<file path="config.mk">
export PLATFORM = sky130hd
export DESIGN_NAME = data_cache_ctrl
export DESIGN_NICKNAME = d
export VERILOG_FILES = /design/src/rtl/data_cache_ctrl_pkg.sv /design/src/rtl/data_cache_ctrl_line_array.sv /design/src/rtl/data_cache_ctrl.sv
export SDC_FILE = /design/constraint.sdc
export NUM_CORES = 2
export LEC_CHECK = 0
export CAP_MARGIN = 10
export CORE_MARGIN = 2
export CORE_UTILIZATION = 57
export DETAILED_ROUTE_END_ITERATION = 12
export DONT_BUFFER_PORTS = 1
export PLACE_DENSITY = 0.72
export REMOVE_ABC_BUFFERS = 1
export SYNTH_ARGS = -nofsm -noshare
export SYNTH_HDL_FRONTEND = slang
export SYNTH_HIERARCHICAL = 1
export SYNTH_MEMORY_MAX_BITS = 65536
export SYNTH_SLANG_ARGS = --single-unit
</file>
<file path="constraint.sdc">
create_clock -name clk -period 5.4 [get_ports clk]
set_input_delay 1.08 -clock clk [delete_from_list [all_inputs] [get_ports clk]]
set_output_delay 1.08 -clock clk [all_outputs]
set_load 0.02 [all_outputs]
</file>
<file path="src/rtl/data_cache_ctrl_pkg.sv">
// Shared definitions for the direct-mapped write-through data cache controller:
// default geometry, controller state encoding and the statistics counter helper.
package data_cache_ctrl_pkg;

  localparam int ADDR_WIDTH_DEF   = 10;
  localparam int DATA_WIDTH_DEF   = 32;
  localparam int INDEX_WIDTH_DEF  = 5;
  localparam int OFFSET_WIDTH_DEF = 2;

  typedef enum logic [1:0] {
    IDLE   = 2'd0,
    REFILL = 2'd1,
    WRITE  = 2'd2
  } state_e;

  function automatic logic [31:0] sat_inc(input logic [31:0] v);
    return (v == 32'hFFFF_FFFF) ? v : v + 32'd1;
  endfunction

endpackage

</file>
<file path="src/rtl/data_cache_ctrl_line_array.sv">
// Valid/tag/data storage for the data cache: combinational read by index/offset,
// synchronous word write and line install, valid bits cleared asynchronously on rst.
module cache_line_array #(
  parameter int INDEX_WIDTH  = 5,
  parameter int OFFSET_WIDTH = 2,
  parameter int TAG_WIDTH    = 3,
  parameter int DATA_WIDTH   = 32
) (
  input  logic                    clk,
  input  logic                    rst,
  input  logic [INDEX_WIDTH-1:0]  rd_index_i,
  input  logic [OFFSET_WIDTH-1:0] rd_offset_i,
  output logic                    rd_valid_o,
  output logic [TAG_WIDTH-1:0]    rd_tag_o,
  output logic [DATA_WIDTH-1:0]   rd_data_o,
  input  logic                    wr_en_i,
  input  logic [INDEX_WIDTH-1:0]  wr_index_i,
  input  logic [OFFSET_WIDTH-1:0] wr_offset_i,
  input  logic [DATA_WIDTH-1:0]   wr_data_i,
  input  logic                    set_en_i,
  input  logic [INDEX_WIDTH-1:0]  set_index_i,
  input  logic [TAG_WIDTH-1:0]    set_tag_i
);

  localparam int LINES = 1 << INDEX_WIDTH;
  localparam int WORDS = LINES << OFFSET_WIDTH;

  logic [LINES-1:0]      valid_q;
  logic [TAG_WIDTH-1:0]  tag_q  [LINES];
  logic [DATA_WIDTH-1:0] data_q [WORDS];

  assign rd_valid_o = valid_q[rd_index_i];
  assign rd_tag_o   = tag_q[rd_index_i];
  assign rd_data_o  = data_q[{rd_index_i, rd_offset_i}];

  // A line only becomes valid once its whole block has been installed.
  always_ff @(posedge clk or posedge rst) begin
    if (rst) begin
      valid_q <= {LINES{1'b0}};
    end else if (set_en_i) begin
      valid_q[set_index_i] <= 1'b1;
    end
  end

  always_ff @(posedge clk) begin
    if (wr_en_i) begin
      data_q[{wr_index_i, wr_offset_i}] <= wr_data_i;
    end
    if (set_en_i) begin
      tag_q[set_index_i] <= set_tag_i;
    end
  end

endmodule

</file>
<file path="src/rtl/data_cache_ctrl.sv">
// Direct-mapped, write-through, no-write-allocate data cache controller.
// Optional hit/miss statistics outputs are enabled with CACHE_STATS_EN.
module data_cache_ctrl
  import data_cache_ctrl_pkg::*;
#(
  parameter int ADDR_WIDTH   = ADDR_WIDTH_DEF,
  parameter int DATA_WIDTH   = DATA_WIDTH_DEF,
  parameter int INDEX_WIDTH  = INDEX_WIDTH_DEF,
  parameter int OFFSET_WIDTH = OFFSET_WIDTH_DEF
) (
  input  logic                  clk,
  input  logic                  rst,
  input  logic [ADDR_WIDTH-1:0] cpu_addr,
  input  logic [DATA_WIDTH-1:0] cpu_wdata,
  input  logic                  cpu_rd,
  input  logic                  cpu_wr,
  output logic [DATA_WIDTH-1:0] cpu_rdata,
  output logic                  stall,
  output logic [ADDR_WIDTH-1:0] mem_addr,
  output logic [DATA_WIDTH-1:0] mem_wdata,
  output logic                  mem_rd,
  output logic                  mem_wr,
  input  logic [DATA_WIDTH-1:0] mem_rdata,
  input  logic                  mem_ready
`ifdef CACHE_STATS_EN
  ,
  output logic [31:0]           hit_count,
  output logic [31:0]           miss_count
`endif
);

  localparam int TAG_WIDTH = ADDR_WIDTH - INDEX_WIDTH - OFFSET_WIDTH;
  localparam logic [OFFSET_WIDTH-1:0] CNT_ZERO = {OFFSET_WIDTH{1'b0}};
  localparam logic [OFFSET_WIDTH-1:0] CNT_ONE  = {{(OFFSET_WIDTH-1){1'b0}}, 1'b1};
  localparam logic [OFFSET_WIDTH-1:0] CNT_LAST = {OFFSET_WIDTH{1'b1}};

  state_e                  state_q, state_d;
  logic [OFFSET_WIDTH-1:0] cnt_q, cnt_d;
  logic [ADDR_WIDTH-1:0]   mem_addr_q, mem_addr_d;
  logic [DATA_WIDTH-1:0]   mem_wdata_q, mem_wdata_d;

  logic [TAG_WIDTH-1:0]    cpu_tag_s;
  logic [INDEX_WIDTH-1:0]  cpu_index_s;
  logic [OFFSET_WIDTH-1:0] cpu_offset_s;
  logic                    line_valid_s;
  logic [TAG_WIDTH-1:0]    line_tag_s;
  logic [DATA_WIDTH-1:0]   line_word_s;
  logic                    hit_s;

  logic                    arr_we_s;
  logic [INDEX_WIDTH-1:0]  arr_index_s;
  logic [OFFSET_WIDTH-1:0] arr_offset_s;
  logic [DATA_WIDTH-1:0]   arr_wdata_s;
  logic                    arr_set_s;
  logic                    stall_s;
  logic [DATA_WIDTH-1:0]   rdata_s;
  logic                    access_s;
  logic                    refill_done_s;

  assign cpu_tag_s    = cpu_addr[ADDR_WIDTH-1 -: TAG_WIDTH];
  assign cpu_index_s  = cpu_addr[OFFSET_WIDTH +: INDEX_WIDTH];
  assign cpu_offset_s = cpu_addr[OFFSET_WIDTH-1:0];
  assign hit_s        = line_valid_s && (line_tag_s == cpu_tag_s);

  cache_line_array #(
    .INDEX_WIDTH (INDEX_WIDTH),
    .OFFSET_WIDTH(OFFSET_WIDTH),
    .TAG_WIDTH   (TAG_WIDTH),
    .DATA_WIDTH  (DATA_WIDTH)
  ) u_array (
    .clk        (clk),
    .rst        (rst),
    .rd_index_i (cpu_index_s),
    .rd_offset_i(cpu_offset_s),
    .rd_valid_o (line_valid_s),
    .rd_tag_o   (line_tag_s),
    .rd_data_o  (line_word_s),
    .wr_en_i    (arr_we_s),
    .wr_index_i (arr_index_s),
    .wr_offset_i(arr_offset_s),
    .wr_data_i  (arr_wdata_s),
    .set_en_i   (arr_set_s),
    .set_index_i(mem_addr_q[OFFSET_WIDTH +: INDEX_WIDTH]),
    .set_tag_i  (mem_addr_q[ADDR_WIDTH-1 -: TAG_WIDTH])
  );

  // Controller next-state, array write port and CPU-side responses.
  always_comb begin
    state_d       = state_q;
    cnt_d         = cnt_q;
    mem_addr_d    = mem_addr_q;
    mem_wdata_d   = mem_wdata_q;
    arr_we_s      = 1'b0;
    arr_index_s   = cpu_index_s;
    arr_offset_s  = cpu_offset_s;
    arr_wdata_s   = cpu_wdata;
    arr_set_s     = 1'b0;
    stall_s       = 1'b0;
    rdata_s       = {DATA_WIDTH{1'b0}};
    access_s      = 1'b0;
    refill_done_s = 1'b0;
    case (state_q)
      IDLE: begin
        if (cpu_wr) begin
          access_s    = 1'b1;
          stall_s     = 1'b1;
          mem_addr_d  = cpu_addr;
          mem_wdata_d = cpu_wdata;
          arr_we_s    = hit_s;
          state_d     = WRITE;
        end else if (cpu_rd) begin
          access_s = 1'b1;
          if (hit_s) begin
            rdata_s = line_word_s;
          end else begin
            stall_s    = 1'b1;
            cnt_d      = CNT_ZERO;
            mem_addr_d = {cpu_tag_s, cpu_index_s, CNT_ZERO};
            state_d    = REFILL;
          end
        end else begin
          state_d = IDLE;
        end
      end
      REFILL: begin
        stall_s = 1'b1;
        if (mem_ready) begin
          arr_we_s     = 1'b1;
          arr_index_s  = mem_addr_q[OFFSET_WIDTH +: INDEX_WIDTH];
          arr_offset_s = cnt_q;
          arr_wdata_s  = mem_rdata;
          cnt_d        = cnt_q + CNT_ONE;
          mem_addr_d   = {mem_addr_q[ADDR_WIDTH-1:OFFSET_WIDTH], cnt_q + CNT_ONE};
          if (cnt_q == CNT_LAST) begin
            arr_set_s     = 1'b1;
            refill_done_s = 1'b1;
            state_d       = IDLE;
          end else begin
            state_d = REFILL;
          end
        end else begin
          state_d = REFILL;
        end
      end
      WRITE: begin
        stall_s = !mem_ready;
        if (mem_ready) begin
          state_d = IDLE;
        end else begin
          state_d = WRITE;
        end
      end
      default: begin
        state_d = IDLE;
      end
    endcase
  end

  // Controller state, refill counter and memory-side request registers.
  always_ff @(posedge clk or posedge rst) begin
    if (rst) begin
      state_q     <= IDLE;
      cnt_q       <= CNT_ZERO;
      mem_addr_q  <= {ADDR_WIDTH{1'b0}};
      mem_wdata_q <= {DATA_WIDTH{1'b0}};
    end else begin
      state_q     <= state_d;
      cnt_q       <= cnt_d;
      mem_addr_q  <= mem_addr_d;
      mem_wdata_q <= mem_wdata_d;
    end
  end

  // Reset releases the pipeline at once, even with a request still held.
  assign stall     = stall_s && !rst;
  assign cpu_rdata = rst ? {DATA_WIDTH{1'b0}} : rdata_s;
  assign mem_addr  = mem_addr_q;
  assign mem_wdata = mem_wdata_q;
  assign mem_rd    = (state_q == REFILL);
  assign mem_wr    = (state_q == WRITE);

`ifdef CACHE_STATS_EN
  logic        retry_q;
  logic [31:0] hit_count_q;
  logic [31:0] miss_count_q;

  // The read retried right after a refill is the same access, so it is not recounted.
  always_ff @(posedge clk or posedge rst) begin
    if (rst) begin
      retry_q      <= 1'b0;
      hit_count_q  <= 32'd0;
      miss_count_q <= 32'd0;
    end else begin
      retry_q <= refill_done_s;
      if (access_s && !retry_q) begin
        if (hit_s) begin
          hit_count_q <= sat_inc(hit_count_q);
        end else begin
          miss_count_q <= sat_inc(miss_count_q);
        end
      end
    end
  end

  assign hit_count  = hit_count_q;
  assign miss_count = miss_count_q;
`endif

endmodule

</file>
After elaboration in Yosys (flattened, before gate mapping)
Memory sizes are Yosys's and may differ from the RTL's.
Cells that the tools add are included.

cells by class
  $add $sub $neg = 1
  mux-type cells = 46
  equal/unequal tests = 12
  reduce and logical (&&, ||, !) cells = 12
  magnitude comparators = 3
  bitwise operators = 2

operators by type and width
  kind                                                 number
  two-way mux 32 bit                                   7
  bitwise OR 32 bit                                    1
  two-way mux 10 bit                                   3
  two-way mux 2 bit                                    12
  one-hot mux 10 bit (2 select lines)                  1
  two-way mux 1 bit                                    15
  < comparator 5 x 6 -> 1 bit, second input constant   2
  two-way mux 5 bit                                    2
  != test 2 bit, second input constant                 4
  AND reduction 4 bit                                  2
  != test 3 bit, second input constant                 2
  one-hot mux 2 bit (3 select lines)                   1
  binary-select mux 1 bit (select 5 bit)               1
  demux 1 bit (select 5 bit)                           1
  >= comparator 5 x 1 -> 1 bit, second input constant  1
  AND reduction 5 bit                                  1
  equality test 2 bit, second input constant           2
  != test 4 bit, second input constant                 1
  one-hot mux 2 bit (2 select lines)                   1
  nonzero test 2 bit                                   2
  equality test 3 bit                                  1
  logical AND 1 bit                                    3
  one-hot mux 1 bit (3 select lines)                   1
  adder 2 x 1 -> 2 bit, second input constant          1
  7 further kinds                                      8

storage, ports and cells
  output and inout port bits = 77
  RAM bits = 4192
  input port bits = 79
  word-level logic and storage cells = 84
  register bits after elaboration = 78
  memories kept = 2

memories
  name            words  bits a word  read ports  clocked after memory_dff  wr ports  RTL line                          source
  u_array.data_q  128    32           1           0                         1         data_cache_ctrl_line_array.sv:30  logic [DATA_WIDTH-1:0] data_q [WORDS];
  u_array.tag_q   32     3            1           0                         1         data_cache_ctrl_line_array.sv:29  logic [TAG_WIDTH-1:0] tag_q [LINES];

Depth between registers and ports, before layout
  depth in word-level cells = 8
  gate-level depth with buffers = 14
  mapped depth without buffers = 9

Hierarchy
The synthesis kept the hierarchy.

by module, submodules not included
  module            instances  cells an instance  sequential area each (µm²)  area an instance (µm²)
  cache_line_array  1          6213               126681.5                    160664.1
  data_cache_ctrl   1          363                1151.1                      2657.5

Least setup slack after synthesis
OpenSTA, ideal clock, no wires.

  path kind = input port to flip-flop
  start point = in cpu_addr[2]
  end point = mem u_array.data_q[122][0], enable pin
  path slack = -1.966 ns
  stages on the path = 12
  data required time = 4.939 ns
  data arrival time = 6.905 ns
  buffers on the path = 4
  setup time = 0.461 ns
  path through = buf_2 -> clkbuf_1 -> buf_2 -> buf_1 -> mux4_2 -> mux4_2 -> mux2_2 -> xnor2_1 -> nand4_2 -> o21ai_0 -> nand3_1 -> nor3_1

between the ends
  word-level cells in the longest chain between the ends = 7
  elaborated cells on any way between the ends = 11
  classes of those cells = eq/ne: 1; mux: 8; reduce/logical: 1; memory: 1

RTL lines
  element                                  RTL line                          source
  start: declaration                       data_cache_ctrl.sv:13             input logic [ADDR_WIDTH-1:0] cpu_addr,
  memory read (32 x 3 bit)                 --
  via line_tag_s[0]                        data_cache_ctrl.sv:46             logic [TAG_WIDTH-1:0] line_tag_s;
  equality test 3 bit                      data_cache_ctrl.sv:63             assign hit_s = line_valid_s && (line_tag_s == cpu_tag_s);
  logical AND 1 bit                        data_cache_ctrl.sv:63
  two-way mux 1 bit                        data_cache_ctrl.sv:104            if (cpu_wr) begin
  one-hot mux 1 bit (2 select lines)       data_cache_ctrl.sv:102            case (state_q)
  via arr_we_s                             data_cache_ctrl.sv:50             logic arr_we_s;
  two-way mux 1 bit                        data_cache_ctrl_line_array.sv:46  if (wr_en_i) begin
  two-way mux 1 bit (implied by the code)  data_cache_ctrl_line_array.sv:47  data_q[{wr_index_i, wr_offset_i}] <= wr_data_i;
  end: declaration                         data_cache_ctrl_line_array.sv:30

The timed path passes the listed nets, and every way through them passes these cells. The select of a mux whose other input is x is not followed.

Worst setup path after layout
  start point = in cpu_addr[4]
  end point = out cpu_rdata[10]

between the ends
  word-level cells in the longest chain between the ends = 8
  elaborated cells on any way between the ends = 11
  classes of those cells = eq/ne: 1; mux: 7; reduce/logical: 1; memory: 2

RTL lines
  element                   RTL line                source
  memory read (32 x 3 bit)  --
  via line_tag_s[0]         data_cache_ctrl.sv:46
  equality test 3 bit       data_cache_ctrl.sv:63
  logical AND 1 bit         data_cache_ctrl.sv:63
  two-way mux 32 bit        data_cache_ctrl.sv:113  if (hit_s) begin
  two-way mux 32 bit        data_cache_ctrl.sv:111  end else if (cpu_rd) begin
  two-way mux 32 bit        data_cache_ctrl.sv:104
  two-way mux 32 bit        data_cache_ctrl.sv:102
  two-way mux 32 bit        data_cache_ctrl.sv:176  assign cpu_rdata = rst ? {DATA_WIDTH{1'b0}} : rdata_s;
  end: declaration          data_cache_ctrl.sv:17   output logic [DATA_WIDTH-1:0] cpu_rdata,

The timed path passes the listed nets, and every way through them passes these cells. The select of a mux whose other input is x is not followed.

==> impl_metrics.env <==
export IMPL_status="complete, but fails checks"
export IMPL_grt_pass1_wl_microns=635900
export IMPL_yosysTopAreaCellShare_pct=77.08
export IMPL_power_density_nw_per_um2=387.2
export IMPL_power_leakage_nw=59.72
export IMPL_worstPathRequired_ps=4320
export IMPL_netlist_instances=6576
export IMPL_clk_latency_ps=970
export IMPL_hold_class="input port to asynchronous set/reset pin"
export IMPL_arrival_ps=4780
export IMPL_finalWorstSetupSlack_ps=-460.3
export IMPL_slew_headroom_pct=-16.96
export IMPL_failed_checks="max-slew violations, negative setup slack"
export IMPL_synth_area_sq_um=163300
export IMPL_via_per_inst=7.037
export IMPL_cp_start_kind="input port"
export IMPL_criticalPathCategory="input port to output pin"
export IMPL_yosysTopAreaCell="edfxtp_1"
export IMPL_vias=79930
export IMPL_holdWs_ps=133.5
export IMPL_antenna_found_initial=46
export IMPL_grt_setup_unrepaired="true"
export IMPL_die_h_microns=539.3
export IMPL_initial_core_util_pct=57.26
export IMPL_worstPathCellList="mux4_2 -> mux2_4 -> xnor2_4 -> nand4_4 -> nor4_4 -> buf_12 -> buf_12 -> and2_4 -> buf_12"
export IMPL_grt_overflow=0
export IMPL_cts_max_level=5
export IMPL_synth_edf_count=4192
export IMPL_cts_sinks=4270
export IMPL_dpl_hpwl_microns=248900
export IMPL_crit_family="multiplexers"
export IMPL_final_common_cell="edfxtp_1"
export IMPL_row_count=196
export IMPL_ant_nets=0
export IMPL_final_hold_viol_count=0
export IMPL_gr_usage_all_layers_pct=31.69
export IMPL_clockRootBuffer="clkbuf_16"
export IMPL_area_growth_pct=16.21
export IMPL_slowest_delay_ps=1150
export IMPL_die_area_sq_um=290800
export IMPL_ir_worst_vdd_v=0.0003477
export IMPL_gp_congestion=0.8433
export IMPL_layout_min_cycle_time_ps=5860
export IMPL_endpoint_kind="output pin"
export IMPL_syn_avg_cell_area_sq_um=24.84
export IMPL_yosysWarnings=6
export IMPL_core_area_sq_um=285200
export IMPL_clockBufferDepth=4
export IMPL_first_iter_violations=13310
export IMPL_grt_max_degree=267
export IMPL_cap_viol_max_count=0
export IMPL_drtPass1Iterations=5
export IMPL_fin_nets=7306
export IMPL_totalWireLength_microns=462000
export IMPL_crit_fanout=266
export IMPL_io_pin_count=156
export IMPL_tightest_slew_ps=1754
export IMPL_grt_pass1_vias=80190
export IMPL_drive_gt1_share_pct=37.15
export IMPL_instances_no_fill=11360
export IMPL_synthArstFlopShare_pct=1.827
export IMPL_fin_skew_ps=60.14
export IMPL_cts_tree="yes"
export IMPL_yosys_top_cells_area="edfxtp_1, mux4_2, dfrtp_1, nand2_1, clkbuf_1"
export IMPL_fin_total_pwr_w=0.07348
export IMPL_setup_violations=33
export IMPL_clkTransAtPathRegs_ps=60
export IMPL_min_period_over_period_pct=108.5
export IMPL_crit_top_cell="buf_12"
export IMPL_ys_seq_elements=4270
export IMPL_placed_cells=10490
export IMPL_synthFlopType="edfxtp_1"
export IMPL_ys_seq_area_share_pct=78.27
export IMPL_cp_num_buf_inv=3
export IMPL_final_cell_mix="edfxtp_1, mux4_2, clkbuf_16"
export IMPL_finalMaxSlewViolations=123
export IMPL_clock_fmax_ghz=0.1706
export IMPL_drc_errors=0
export IMPL_port_buffers=0
export IMPL_wl_per_cell_microns=40.68
export IMPL_ys_types=37
export IMPL_numCtsBuffers=416
export IMPL_die_x_microns=539.3
export IMPL_slowest_stage="mux4_2"
## cells by family after synthesis
kind of cell             synth area share (%)
AO/OA/AOI/OAI                         0.05133
flip-flops                              78.27
AND/OR/NAND/NOR                         1.364
buffers and inverters                  0.8756
XOR/XNOR                              0.01609
multiplexers                            19.42
adder cells (fa/ha/maj)              0.007660
## cell usage after synthesis (2+ instances only)
cell type	number
mux4_2	1384
a21oi_1	3
or2_2	32
nand3_1	14
mux2_2	47
buf_6	2
nand3b_1	6
dfrtp_1	78
nor3_1	2
and2_2	20
or3b_2	2
nand2_1	234
a41oi_1	2
nand2b_1	3
xnor2_1	3
buf_2	84
edfxtp_1	4192
clkbuf_2	3
inv_1	4
buf_1	62
o21ai_0	5
nor2_1	167
clkbuf_1	193
and2_1	14
nor2b_1	8
## flip-flops by register name, summed over array words and instances (netlist names)
name	count
u_array/data_q	4096
u_array/tag_q	96
mem_wdata	32
u_array/valid_q	32
mem_addr	10
cnt_q	2
state_q	2
## metrics by stage
step | instance area [sq um] | setup TNS (ps) | util, % | setup slack [ps]
floorplan | 161900 | -638350 | - | -685.5
global placement | 174700 | -4172790 | 61.26 | -2839
detailed placement | 174700 | -4274920 | 61.26 | -2873
CTS | 189200 | -29.34 | 66.33 | -13.56
global route | 189800 | -136.6 | 66.53 | -25.87
finish | 189800 | -12660 | 66.54 | -460.3
## area by class of cell
type | instances | area [sq um]
sequential | 4270 | 127800
fill | 16840 | 95420
multi-input combinational | 1958 | 35380
clock buffer | 531 | 11100
timing repair buffer | 576 | 8643
tap | 3762 | 4707
clock inverter | 225 | 2029
antenna | 33 | 82.58
inverter | 4 | 15.01
## path summary, 6_finish.rpt
path | startpoint | endpoint | slack (ps) | cells after the start
max | cpu_addr[4] | cpu_rdata[10] | -460 | 9
min | rst | u_array/valid_q[20] | 130 | 2
max reg2reg | state_q[0] | u_array/data_q[84][10] | 540 | 8
min reg2reg | u_array/valid_q[14] | u_array/valid_q[14] | 470 | 1
max in group asynchronous | rst | mem_wdata[7] | 4510 | 1
min in group clk | cpu_wdata[21] | mem_wdata[21] | 220 | 2
## where the power goes
part | total (W) | internal (W) | leakage [nW] | switching (W)
clock | 0.0283 | 0.0158 | 6.39 | 0.0125
sequential | 0.0389 | 0.0385 | 38.7 | 0.000395
combinational | 0.00632 | 0.00181 | 14.6 | 0.00451
total | 0.0735 | 0.0561 | 59.7 | 0.0174
## timing repair
action	in CTS	in global routing
gates cloned	35	12
gates resized for setup	39	16
buffers inserted	13	19
endpoints found under the setup margin	2478	32
pin swaps	3	2
hold buffers	0	0
## metal layers
metal | up-vias | global-route usage (%) | routed length [microns]
met5 | - | 0 | 122
met4 | 18 | 14.77 | 25600
met3 | 1063 | 7.057 | 58030
met2 | 6382 | 50.75 | 224800
met1 | 42680 | 42.08 | 153400
li1 | 29800 | - | -
## worst register-to-register path: cells and delay by family (launching register included)
kind,cells,cell delay (ps)
and+or+nand+nor,7,3840
DFF,1,430
buffers and inverters,1,260
Power figures use the tool's default switching activity.
